$ cat config.mk
export PLATFORM = sky130hd
export DESIGN_NAME = pdu_ring_writer_flat
export DESIGN_NICKNAME = d
export VERILOG_FILES = /design/src/rtl/pdu_ring_writer_if.sv /design/src/rtl/pdu_ring_writer.sv /design/src/flat_wrapper.sv
export SDC_FILE = /design/constraint.sdc
export NUM_CORES = 1
export LEC_CHECK = 0
export BUFFER_PORTS_ARGS = -buffer_cell sky130_fd_sc_hd__buf_4
export CORE_AREA = 4 4 448 450
export CTS_CLUSTER_DIAMETER = 200
export DETAILED_ROUTE_END_ITERATION = 6
export DIE_AREA = 0 0 452 454
export GPL_TIMING_DRIVEN = 0
export PLACE_DENSITY = 0.41
export SETUP_SLACK_MARGIN = 0.1
export SYNTH_ARGS = -nofsm -noshare
export SYNTH_HDL_FRONTEND = slang
export SYNTH_SLANG_ARGS = --single-unit
$ cat constraint.sdc
create_clock -name clk -period 4.89 [get_ports clk]
set_clock_uncertainty 0.2 [all_clocks]
set_input_delay 0.489 -clock clk [delete_from_list [all_inputs] [get_ports clk]]
set_output_delay 0.489 -clock clk [all_outputs]
set_load 0.02 [all_outputs]
$ cat src/rtl/pdu_ring_writer_if.sv
// Bundle of the flit-in stream, the ring write port and the batch commit
// signals around pdu_ring_writer. The slave modport is the writer itself.
//
// Handshake: a flit moves on a rising clk edge where in_valid and in_ready
// are both high; in_ready never depends on in_valid; a source holding
// in_valid keeps in_data/in_sop/in_eop/in_empty stable until the transfer.
// wr_en and update_valid are single-cycle strobes with no back-pressure.
interface pdu_ring_writer_if #(
    parameter int PDU_AWIDTH = 12
);
    typedef struct packed {
        logic [511:0] data;
        logic         sop;
        logic         eop;
        logic [5:0]   empty;
    } flit_lite_t;

    // Flit input stream
    logic [511:0]          in_data;
    logic                  in_valid;
    logic                  in_sop;
    logic                  in_eop;
    logic [5:0]            in_empty;
    logic                  in_ready;

    // Ring buffer write side
    flit_lite_t            wr_data;
    logic [PDU_AWIDTH-1:0] wr_addr;
    logic                  wr_en;
    logic [PDU_AWIDTH-1:0] wr_base_addr;
    logic                  almost_full;

    // Batch commit towards the DMA engine
    logic                  update_valid;
    logic [PDU_AWIDTH-1:0] update_size;

    modport master (
        output in_data, in_valid, in_sop, in_eop, in_empty,
        input  in_ready,
        input  wr_data, wr_addr, wr_en,
        output wr_base_addr, almost_full,
        input  update_valid, update_size
    );

    modport slave (
        input  in_data, in_valid, in_sop, in_eop, in_empty,
        output in_ready,
        output wr_data, wr_addr, wr_en,
        input  wr_base_addr, almost_full,
        output update_valid, update_size
    );
endinterface

$ cat src/rtl/pdu_ring_writer.sv
// Writes admitted packets into the FPGA-side ring at wr_base_addr + pending,
// drops malformed/oversize/aborted packets by rewinding pending to the packet
// start, and commits coalesced batches with a one-cycle update strobe.
// Parameters must satisfy BATCH_FLITS + MAX_PDU_FLITS - 1 < 2**PDU_AWIDTH.
module pdu_ring_writer #(
    parameter int PDU_AWIDTH     = 12,
    parameter int MAX_PDU_FLITS  = 24,
    parameter int BATCH_FLITS    = 32,
    parameter int TIMEOUT_CYCLES = 256
) (
    input  logic              clk,
    input  logic              rst_n,
    pdu_ring_writer_if.slave  bus,
    output logic [31:0]       pkt_cnt,
    output logic [31:0]       drop_cnt,
    output logic [1:0]        dbg_state_o
);
    localparam int FLIT_W = 520;
    localparam int TW     = $clog2(TIMEOUT_CYCLES) + 1;

    typedef enum logic [1:0] {
        S_IDLE   = 2'd0,
        S_PKT    = 2'd1,
        S_FLUSH  = 2'd2,
        S_SETTLE = 2'd3
    } state_t;

    state_t                state_q, state_d;
    logic [PDU_AWIDTH-1:0] pending_q, pending_d;
    logic [PDU_AWIDTH-1:0] pkt_start_q, pkt_start_d;
    logic                  dropping_q, dropping_d;
    logic [TW-1:0]         timer_q, timer_d;
    logic                  wr_en_q, wr_en_d;
    logic [PDU_AWIDTH-1:0] wr_addr_q, wr_addr_d;
    logic [FLIT_W-1:0]     wr_data_q, wr_data_d;
    logic                  upd_valid_q, upd_valid_d;
    logic [PDU_AWIDTH-1:0] upd_size_q, upd_size_d;
    logic [31:0]           pkt_cnt_q, pkt_cnt_d;
    logic [31:0]           drop_cnt_q, drop_cnt_d;

    logic                  in_ready;
    logic                  accept;
    logic [FLIT_W-1:0]     in_flit;
    logic [PDU_AWIDTH-1:0] pkt_len;
    logic                  at_max;

    assign in_flit = {bus.in_data, bus.in_sop, bus.in_eop, bus.in_empty};
    assign accept  = bus.in_valid & in_ready;
    assign pkt_len = pending_q - pkt_start_q;
    assign at_max  = (pkt_len == PDU_AWIDTH'(MAX_PDU_FLITS));

    // Ready depends only on state and almost_full; forced low while in reset
    always_comb begin
        in_ready = 1'b0;
        case (state_q)
            S_IDLE:  in_ready = ~bus.almost_full;
            S_PKT:   in_ready = 1'b1;
            default: in_ready = 1'b0;
        endcase
        in_ready = in_ready & rst_n;
    end

    assign bus.in_ready     = in_ready;
    assign bus.wr_en        = wr_en_q;
    assign bus.wr_addr      = wr_addr_q;
    assign bus.wr_data      = wr_data_q;
    assign bus.update_valid = upd_valid_q;
    assign bus.update_size  = upd_size_q;
    assign pkt_cnt          = pkt_cnt_q;
    assign drop_cnt         = drop_cnt_q;
    assign dbg_state_o      = state_q;

    // Next-state and registered-output computation for the writer FSM
    always_comb begin
        state_d     = state_q;
        pending_d   = pending_q;
        pkt_start_d = pkt_start_q;
        dropping_d  = dropping_q;
        timer_d     = timer_q;
        wr_en_d     = 1'b0;
        wr_addr_d   = wr_addr_q;
        wr_data_d   = wr_data_q;
        upd_valid_d = 1'b0;
        upd_size_d  = upd_size_q;
        pkt_cnt_d   = pkt_cnt_q;
        drop_cnt_d  = drop_cnt_q;

        case (state_q)
            S_IDLE: begin
                if (accept) begin
                    timer_d     = '0;
                    pkt_start_d = pending_q;
                    if (bus.in_sop) begin
                        wr_en_d   = 1'b1;
                        wr_addr_d = bus.wr_base_addr + pending_q;
                        wr_data_d = in_flit;
                        pending_d = pending_q + 1'b1;
                        if (bus.in_eop) begin
                            pkt_cnt_d = pkt_cnt_q + 32'd1;
                            state_d   = (pending_d >= PDU_AWIDTH'(BATCH_FLITS)) ? S_FLUSH : S_IDLE;
                        end else begin
                            state_d = S_PKT;
                        end
                    end else if (bus.in_eop) begin
                        // Lone headless flit: nothing written, count the drop now
                        drop_cnt_d = drop_cnt_q + 32'd1;
                    end else begin
                        dropping_d = 1'b1;
                        state_d    = S_PKT;
                    end
                end else if (pending_q != '0) begin
                    // A partial batch must leave when the ring is tight or traffic stalls
                    if (bus.almost_full || (timer_q == TW'(TIMEOUT_CYCLES - 1))) begin
                        state_d = S_FLUSH;
                    end else begin
                        timer_d = timer_q + 1'b1;
                    end
                end
            end

            S_PKT: begin
                timer_d = '0;
                if (accept) begin
                    if (bus.in_sop) begin
                        // Abort the open packet and restart at its start slot
                        drop_cnt_d = drop_cnt_q + 32'd1;
                        dropping_d = 1'b0;
                        wr_en_d    = 1'b1;
                        wr_addr_d  = bus.wr_base_addr + pkt_start_q;
                        wr_data_d  = in_flit;
                        pending_d  = pkt_start_q + 1'b1;
                        if (bus.in_eop) begin
                            pkt_cnt_d = pkt_cnt_q + 32'd1;
                            state_d   = (pending_d >= PDU_AWIDTH'(BATCH_FLITS)) ? S_FLUSH : S_IDLE;
                        end
                    end else if (dropping_q || at_max) begin
                        // Malformed or oversize: swallow flits, rewind at EOP
                        dropping_d = 1'b1;
                        if (bus.in_eop) begin
                            pending_d  = pkt_start_q;
                            drop_cnt_d = drop_cnt_q + 32'd1;
                            dropping_d = 1'b0;
                            state_d    = (pkt_start_q >= PDU_AWIDTH'(BATCH_FLITS)) ? S_FLUSH : S_IDLE;
                        end
                    end else begin
                        wr_en_d   = 1'b1;
                        wr_addr_d = bus.wr_base_addr + pending_q;
                        wr_data_d = in_flit;
                        pending_d = pending_q + 1'b1;
                        if (bus.in_eop) begin
                            pkt_cnt_d = pkt_cnt_q + 32'd1;
                            state_d   = (pending_d >= PDU_AWIDTH'(BATCH_FLITS)) ? S_FLUSH : S_IDLE;
                        end
                    end
                end
            end

            S_FLUSH: begin
                // An empty batch (everything dropped) commits nothing
                if (pending_q != '0) begin
                    upd_valid_d = 1'b1;
                    upd_size_d  = pending_q;
                    state_d     = S_SETTLE;
                end else begin
                    state_d = S_IDLE;
                end
                pending_d   = '0;
                pkt_start_d = '0;
                timer_d     = '0;
                dropping_d  = 1'b0;
            end

            S_SETTLE: begin
                // Gives the ring one cycle to move wr_base_addr past the batch
                state_d = S_IDLE;
            end

            default: state_d = S_IDLE;
        endcase
    end

    // State and output registers; reset abandons any partially written packet
    always_ff @(posedge clk or negedge rst_n) begin
        if (!rst_n) begin
            state_q     <= S_IDLE;
            pending_q   <= '0;
            pkt_start_q <= '0;
            dropping_q  <= 1'b0;
            timer_q     <= '0;
            wr_en_q     <= 1'b0;
            wr_addr_q   <= '0;
            wr_data_q   <= '0;
            upd_valid_q <= 1'b0;
            upd_size_q  <= '0;
            pkt_cnt_q   <= '0;
            drop_cnt_q  <= '0;
        end else begin
            state_q     <= state_d;
            pending_q   <= pending_d;
            pkt_start_q <= pkt_start_d;
            dropping_q  <= dropping_d;
            timer_q     <= timer_d;
            wr_en_q     <= wr_en_d;
            wr_addr_q   <= wr_addr_d;
            wr_data_q   <= wr_data_d;
            upd_valid_q <= upd_valid_d;
            upd_size_q  <= upd_size_d;
            pkt_cnt_q   <= pkt_cnt_d;
            drop_cnt_q  <= drop_cnt_d;
        end
    end
endmodule

$ cat src/flat_wrapper.sv
// flat-port wrapper written by rule: the top's interface ports become plain ports
module pdu_ring_writer_flat 
#(
    parameter int PDU_AWIDTH     = 12,
    parameter int MAX_PDU_FLITS  = 24,
    parameter int BATCH_FLITS    = 32,
    parameter int TIMEOUT_CYCLES = 256
)
  (clk, rst_n, pkt_cnt, drop_cnt, dbg_state_o, bus_in_data, bus_in_valid, bus_in_sop, bus_in_eop, bus_in_empty, bus_in_ready, bus_wr_data, bus_wr_addr, bus_wr_en, bus_wr_base_addr, bus_almost_full, bus_update_valid, bus_update_size);
  pdu_ring_writer_if #(.PDU_AWIDTH(PDU_AWIDTH)) bus_i ();
  input  logic clk;
  input  logic rst_n;
  output logic [31:0] pkt_cnt;
  output logic [31:0] drop_cnt;
  output logic [1:0] dbg_state_o;
  input wire logic [$bits(bus_i.in_data)-1:0] bus_in_data;
  input wire logic [$bits(bus_i.in_valid)-1:0] bus_in_valid;
  input wire logic [$bits(bus_i.in_sop)-1:0] bus_in_sop;
  input wire logic [$bits(bus_i.in_eop)-1:0] bus_in_eop;
  input wire logic [$bits(bus_i.in_empty)-1:0] bus_in_empty;
  output wire logic [$bits(bus_i.in_ready)-1:0] bus_in_ready;
  output wire logic [$bits(bus_i.wr_data)-1:0] bus_wr_data;
  output wire logic [$bits(bus_i.wr_addr)-1:0] bus_wr_addr;
  output wire logic [$bits(bus_i.wr_en)-1:0] bus_wr_en;
  input wire logic [$bits(bus_i.wr_base_addr)-1:0] bus_wr_base_addr;
  input wire logic [$bits(bus_i.almost_full)-1:0] bus_almost_full;
  output wire logic [$bits(bus_i.update_valid)-1:0] bus_update_valid;
  output wire logic [$bits(bus_i.update_size)-1:0] bus_update_size;
  assign bus_i.in_data = bus_in_data;
  assign bus_i.in_valid = bus_in_valid;
  assign bus_i.in_sop = bus_in_sop;
  assign bus_i.in_eop = bus_in_eop;
  assign bus_i.in_empty = bus_in_empty;
  assign bus_in_ready = bus_i.in_ready;
  assign bus_wr_data = bus_i.wr_data;
  assign bus_wr_addr = bus_i.wr_addr;
  assign bus_wr_en = bus_i.wr_en;
  assign bus_i.wr_base_addr = bus_wr_base_addr;
  assign bus_i.almost_full = bus_almost_full;
  assign bus_update_valid = bus_i.update_valid;
  assign bus_update_size = bus_i.update_size;
  pdu_ring_writer #(.PDU_AWIDTH(PDU_AWIDTH), .MAX_PDU_FLITS(MAX_PDU_FLITS), .BATCH_FLITS(BATCH_FLITS), .TIMEOUT_CYCLES(TIMEOUT_CYCLES)) u_core (.clk(clk), .rst_n(rst_n), .bus(bus_i), .pkt_cnt(pkt_cnt), .drop_cnt(drop_cnt), .dbg_state_o(dbg_state_o));
endmodule
==> out/metrics.yaml <==
timing:
  fin_crit_sh_pct: 91.13
  rsz0062_at_grt: "false"
  tightest_slew_ns: 0.8690
  slew_headroom_pct: 41.53
  setup_violations: 0
  hold_viol: 0
  clock.fmax_ghz: 0.2244
  min_period_ns: 4.456
  report.final.slew_viol_count: 0
run:
  drv_cap: 0
synthesis:
  synth.avg_cell_area_um2: 13.58
  yosys-top-cells-area: "dfrtp_1 (58%), mux2_2 (21%), xnor2_1 (2.4%), buf_6 (2.0%), ha_1 (2.0%)"
  mappedNetlistArea_um2: 27710
  synth_flop_cell: "dfrtp_1"
  syn_inst: 2041
  ys_warn_count: 0
  synth_edf_count: 0
  synthesis.nets: 2624
  synth_cell_type_count: 62
  ys_seq_area_share_pct: 58.34
  synth-seq-cells: 646
  async_flop_share_pct: 100.0
  yosysTopAreaCell: "dfrtp_1"
  yosysTopAreaCellShare_pct: 58.34
final_layout:
  fin_util_pct: 24.35
  drive_gt1_share_pct: 48.76
  areaGrowthSynthToFinish_pct: 72.74
  fin_area_um2: 47870
  final_nets: 4392
floorplan:
  die_y_um: 454
  pin_count: 1149
  core_area_um2: 196600
  start_util_pct: 14.09
  rows: 163
  die_area_um2: 205200
  fp.dieW_um: 452
critical_path:
  crit_start: "u_core.pkt_start_q[7]"
  crit_chain: "clkbuf_1, inv_1, ha_1, nand2_1, o21ai_0, or3_1, o21ai_0, xnor2_1, nor2_4, o41ai_4, buf_4, buf_6, buf_2, buf_6, mux2_2"
  slowest_stage: "ha_1"
  crit_type: "reg -> reg"
  arrival_ns: 4.80
  cpPeakStageDelay_ns: 0.45
  end_kind: "register"
  r2r_slack_ns: 0.43
  worstSetupPathDepth: 15
  crit_fanout: 10
  path_buf_inv: 6
  worst_path_dominant_cell_family: "buffers and inverters"
  regToRegEndpoint: "u_core.bus.wr_data[510]"
  reg2reg_from: "u_core.pkt_start_q[7]"
  worst_r2r_path_depth: 15
  critPathLaunchType: "register"
  crit_end: "u_core.bus.wr_data[510]"
  crit_required_ns: 5.24
placed_design:
  placement.cell_area_um2: 39830
  hpwlAfterDp_um: 121900
  port_buffers: 1147
  gp_congestion: 0.8492
routing:
  drt_first_pass_iters: 6
  wl_per_cell_um: 22.95
  final_antenna_net_count: 0
  vias: 23960
  wl_um: 149700
  drc: 0
  via_per_inst: 3.672
  drt_iter0_drc: 1262
clock_network:
  cts_tree: "done"
  clockBufferDepth: 3
  cts_buffers: 84
  insertion_delay_ns: 0.68
  cts.clk_slew.worst_paths_ns: 0.06
  root_buffer: "clkbuf_16"
  htreeDepth: 3
  cts_sinks: 646
run_status:
  status: "finished clean"
global_routing:
  gr-total-overflow: 0
  grt_use_total_pct: 13.87
  grt_first_pass_wirelength_um: 203100
  grt_pass1_vias: 25310
  grt_antenna_before_repair: 34
  grt_max_degree: 102
pwr:
  p_leak_uw: 0.02165
  ir_drop_v: 0.0003387
  cellPowerDensity_nw_per_um2: 587.7
hold_path:
  hp-class: "in -> reg"
cell usage after synthesis (9+ instances only):
cell type / number
ha_1: 45
dfrtp_1: 646
nand4_1: 45
mux2_2: 523
buf_6: 50
nor2b_1: 11
nand3_1: 59
inv_1: 41
nor4_1: 11
nor3_1: 26
nor2_1: 64
nand2_1: 85
buf_2: 11
and3_1: 32
xnor2_1: 76
and2_1: 12
a21oi_1: 36
xor2_1: 15
clkbuf_1: 40
a31oi_1: 15
a21o_1: 11
a211oi_1: 9
a22o_1: 15
o21ai_0: 60
worst min path at each step:
stage	start	to	cells past startpoint
after floorplan	rst_n	u_core.bus.update_size[0]	0
after global placement	u_core.pkt_cnt[31]	u_core.pkt_cnt[31]	1
after detailed placement	u_core.drop_cnt[31]	u_core.drop_cnt[31]	1
after CTS	bus_wr_base_addr[0]	u_core.bus.wr_addr[0]	4
after global routing	bus_wr_base_addr[0]	u_core.bus.wr_addr[0]	4
final	bus_wr_base_addr[0]	u_core.bus.wr_addr[0]	4
timing repair:
action / CTS / global route
hold buffers: 521 / 0
pin swaps: 1 / 1
setup endpoints to repair: 261 / 466
gates cloned: 0 / 0
endpoints found under the hold margin: 595 / 0
resized for setup: 1 / 5
buffers inserted: 2 / 4
layout by cell type, fill, tap and decap left out, types with 11 or more instances in the layout:
| cell type | instances |
|---|---|
| diode_2 | 15 |
| nor3_1 | 26 |
| xor2_1 | 15 |
| a21oi_1 | 35 |
| ha_1 | 45 |
| o21ai_0 | 60 |
| dfrtp_1 | 646 |
| dlygate4sd3_1 | 521 |
| and2_1 | 12 |
| nor2b_1 | 11 |
| xnor2_1 | 76 |
| buf_6 | 51 |
| clkbuf_16 | 84 |
| nor2_1 | 64 |
| nand4_1 | 45 |
| nor4_1 | 11 |
| a31oi_1 | 15 |
| clkbuf_8 | 17 |
| mux2_2 | 523 |
| a21o_1 | 11 |
| nand2_1 | 85 |
| a22o_1 | 15 |
| and3_1 | 32 |
| buf_4 | 1157 |
| inv_1 | 41 |
| clkbuf_1 | 61 |
| nand3_1 | 59 |
kinds of logic after synthesis:
kind of cell / synth area share (%)
AO/OA/AOI/OAI: 4.764
multiplexers: 21.36
flip-flops: 58.34
adder cells (fa/ha/maj): 2.176
AND/OR/NAND/NOR: 7.021
buffers and inverters: 3.463
XOR/XNOR: 2.876
layer usage:
layer	vias to the layer above	share of wire, %	GRT usage, %
li1	10880	-	-
met1	11960	37	15.30
met2	935	50	24.13
met3	178	10	6.005
met4	0	2.7	4.092
met5	-	0	0
metrics by stage:
stage	instances	TNS (ns)	setup WS [ns]	power [uW]	hold slack, ns
floorplan	2041	0	1.310	14900	-0.006591
global placement	5828	-8229.07	-8.466	21690	0.2672
detailed placement	5836	-0.4090	-0.05722	21770	0.2701
CTS	6506	0	0.1622	28700	0.01034
global route	6520	0	0.1191	29710	0.03671
finish	6525	0	0.4337	28130	0.08653
area by class of cell:
| cell class | count | area [um^2] |
|---|---|---|
| inverters | 41 | 153.9 |
| multi-input cells | 1247 | 10610 |
| repair buffers | 1682 | 14070 |
| clock inverters | 24 | 302.8 |
| clock buffers | 123 | 2419 |
| flip-flops and latches | 646 | 16170 |
| fillers | 20950 | 148700 |
| well taps | 2640 | 3303 |
| plain buffers | 107 | 809.5 |
| diodes | 15 | 37.54 |
worst reg2reg max path: stages (launching register included):
cell	delay (ns)
dfrtp_1	0.35
clkbuf_1	0.31
inv_1	0.16
ha_1	0.45
nand2_1	0.07
o21ai_0	0.30
or3_1	0.15
o21ai_0	0.09
xnor2_1	0.39
nor2_4	0.13
o41ai_4	0.31
buf_4	0.21
buf_6	0.18
buf_2	0.38
buf_6	0.28
mux2_2	0.38
state kept, by name, summed over array words and instances, names as in the netlist:
name                     count
u_core.bus.wr_data         520
u_core.dbg_state_o           2
u_core.bus.wr_addr          12
u_core.pending_q            12
u_core.bus.update_valid      1
u_core.pkt_cnt              32
u_core.dropping_q            1
u_core.pkt_start_q          12
u_core.bus.wr_en             1
u_core.bus.update_size      12
u_core.timer_q               9
u_core.drop_cnt             32
report_power, final:
group          internal (uW)  switching [uW]  total, uW
registers               7630            1410       9040
logic                   5630            7150      12800
clock network           3690            2620       6310
total                  16900           11200      28100
Note: power is estimated with default switching activity, not from simulation.
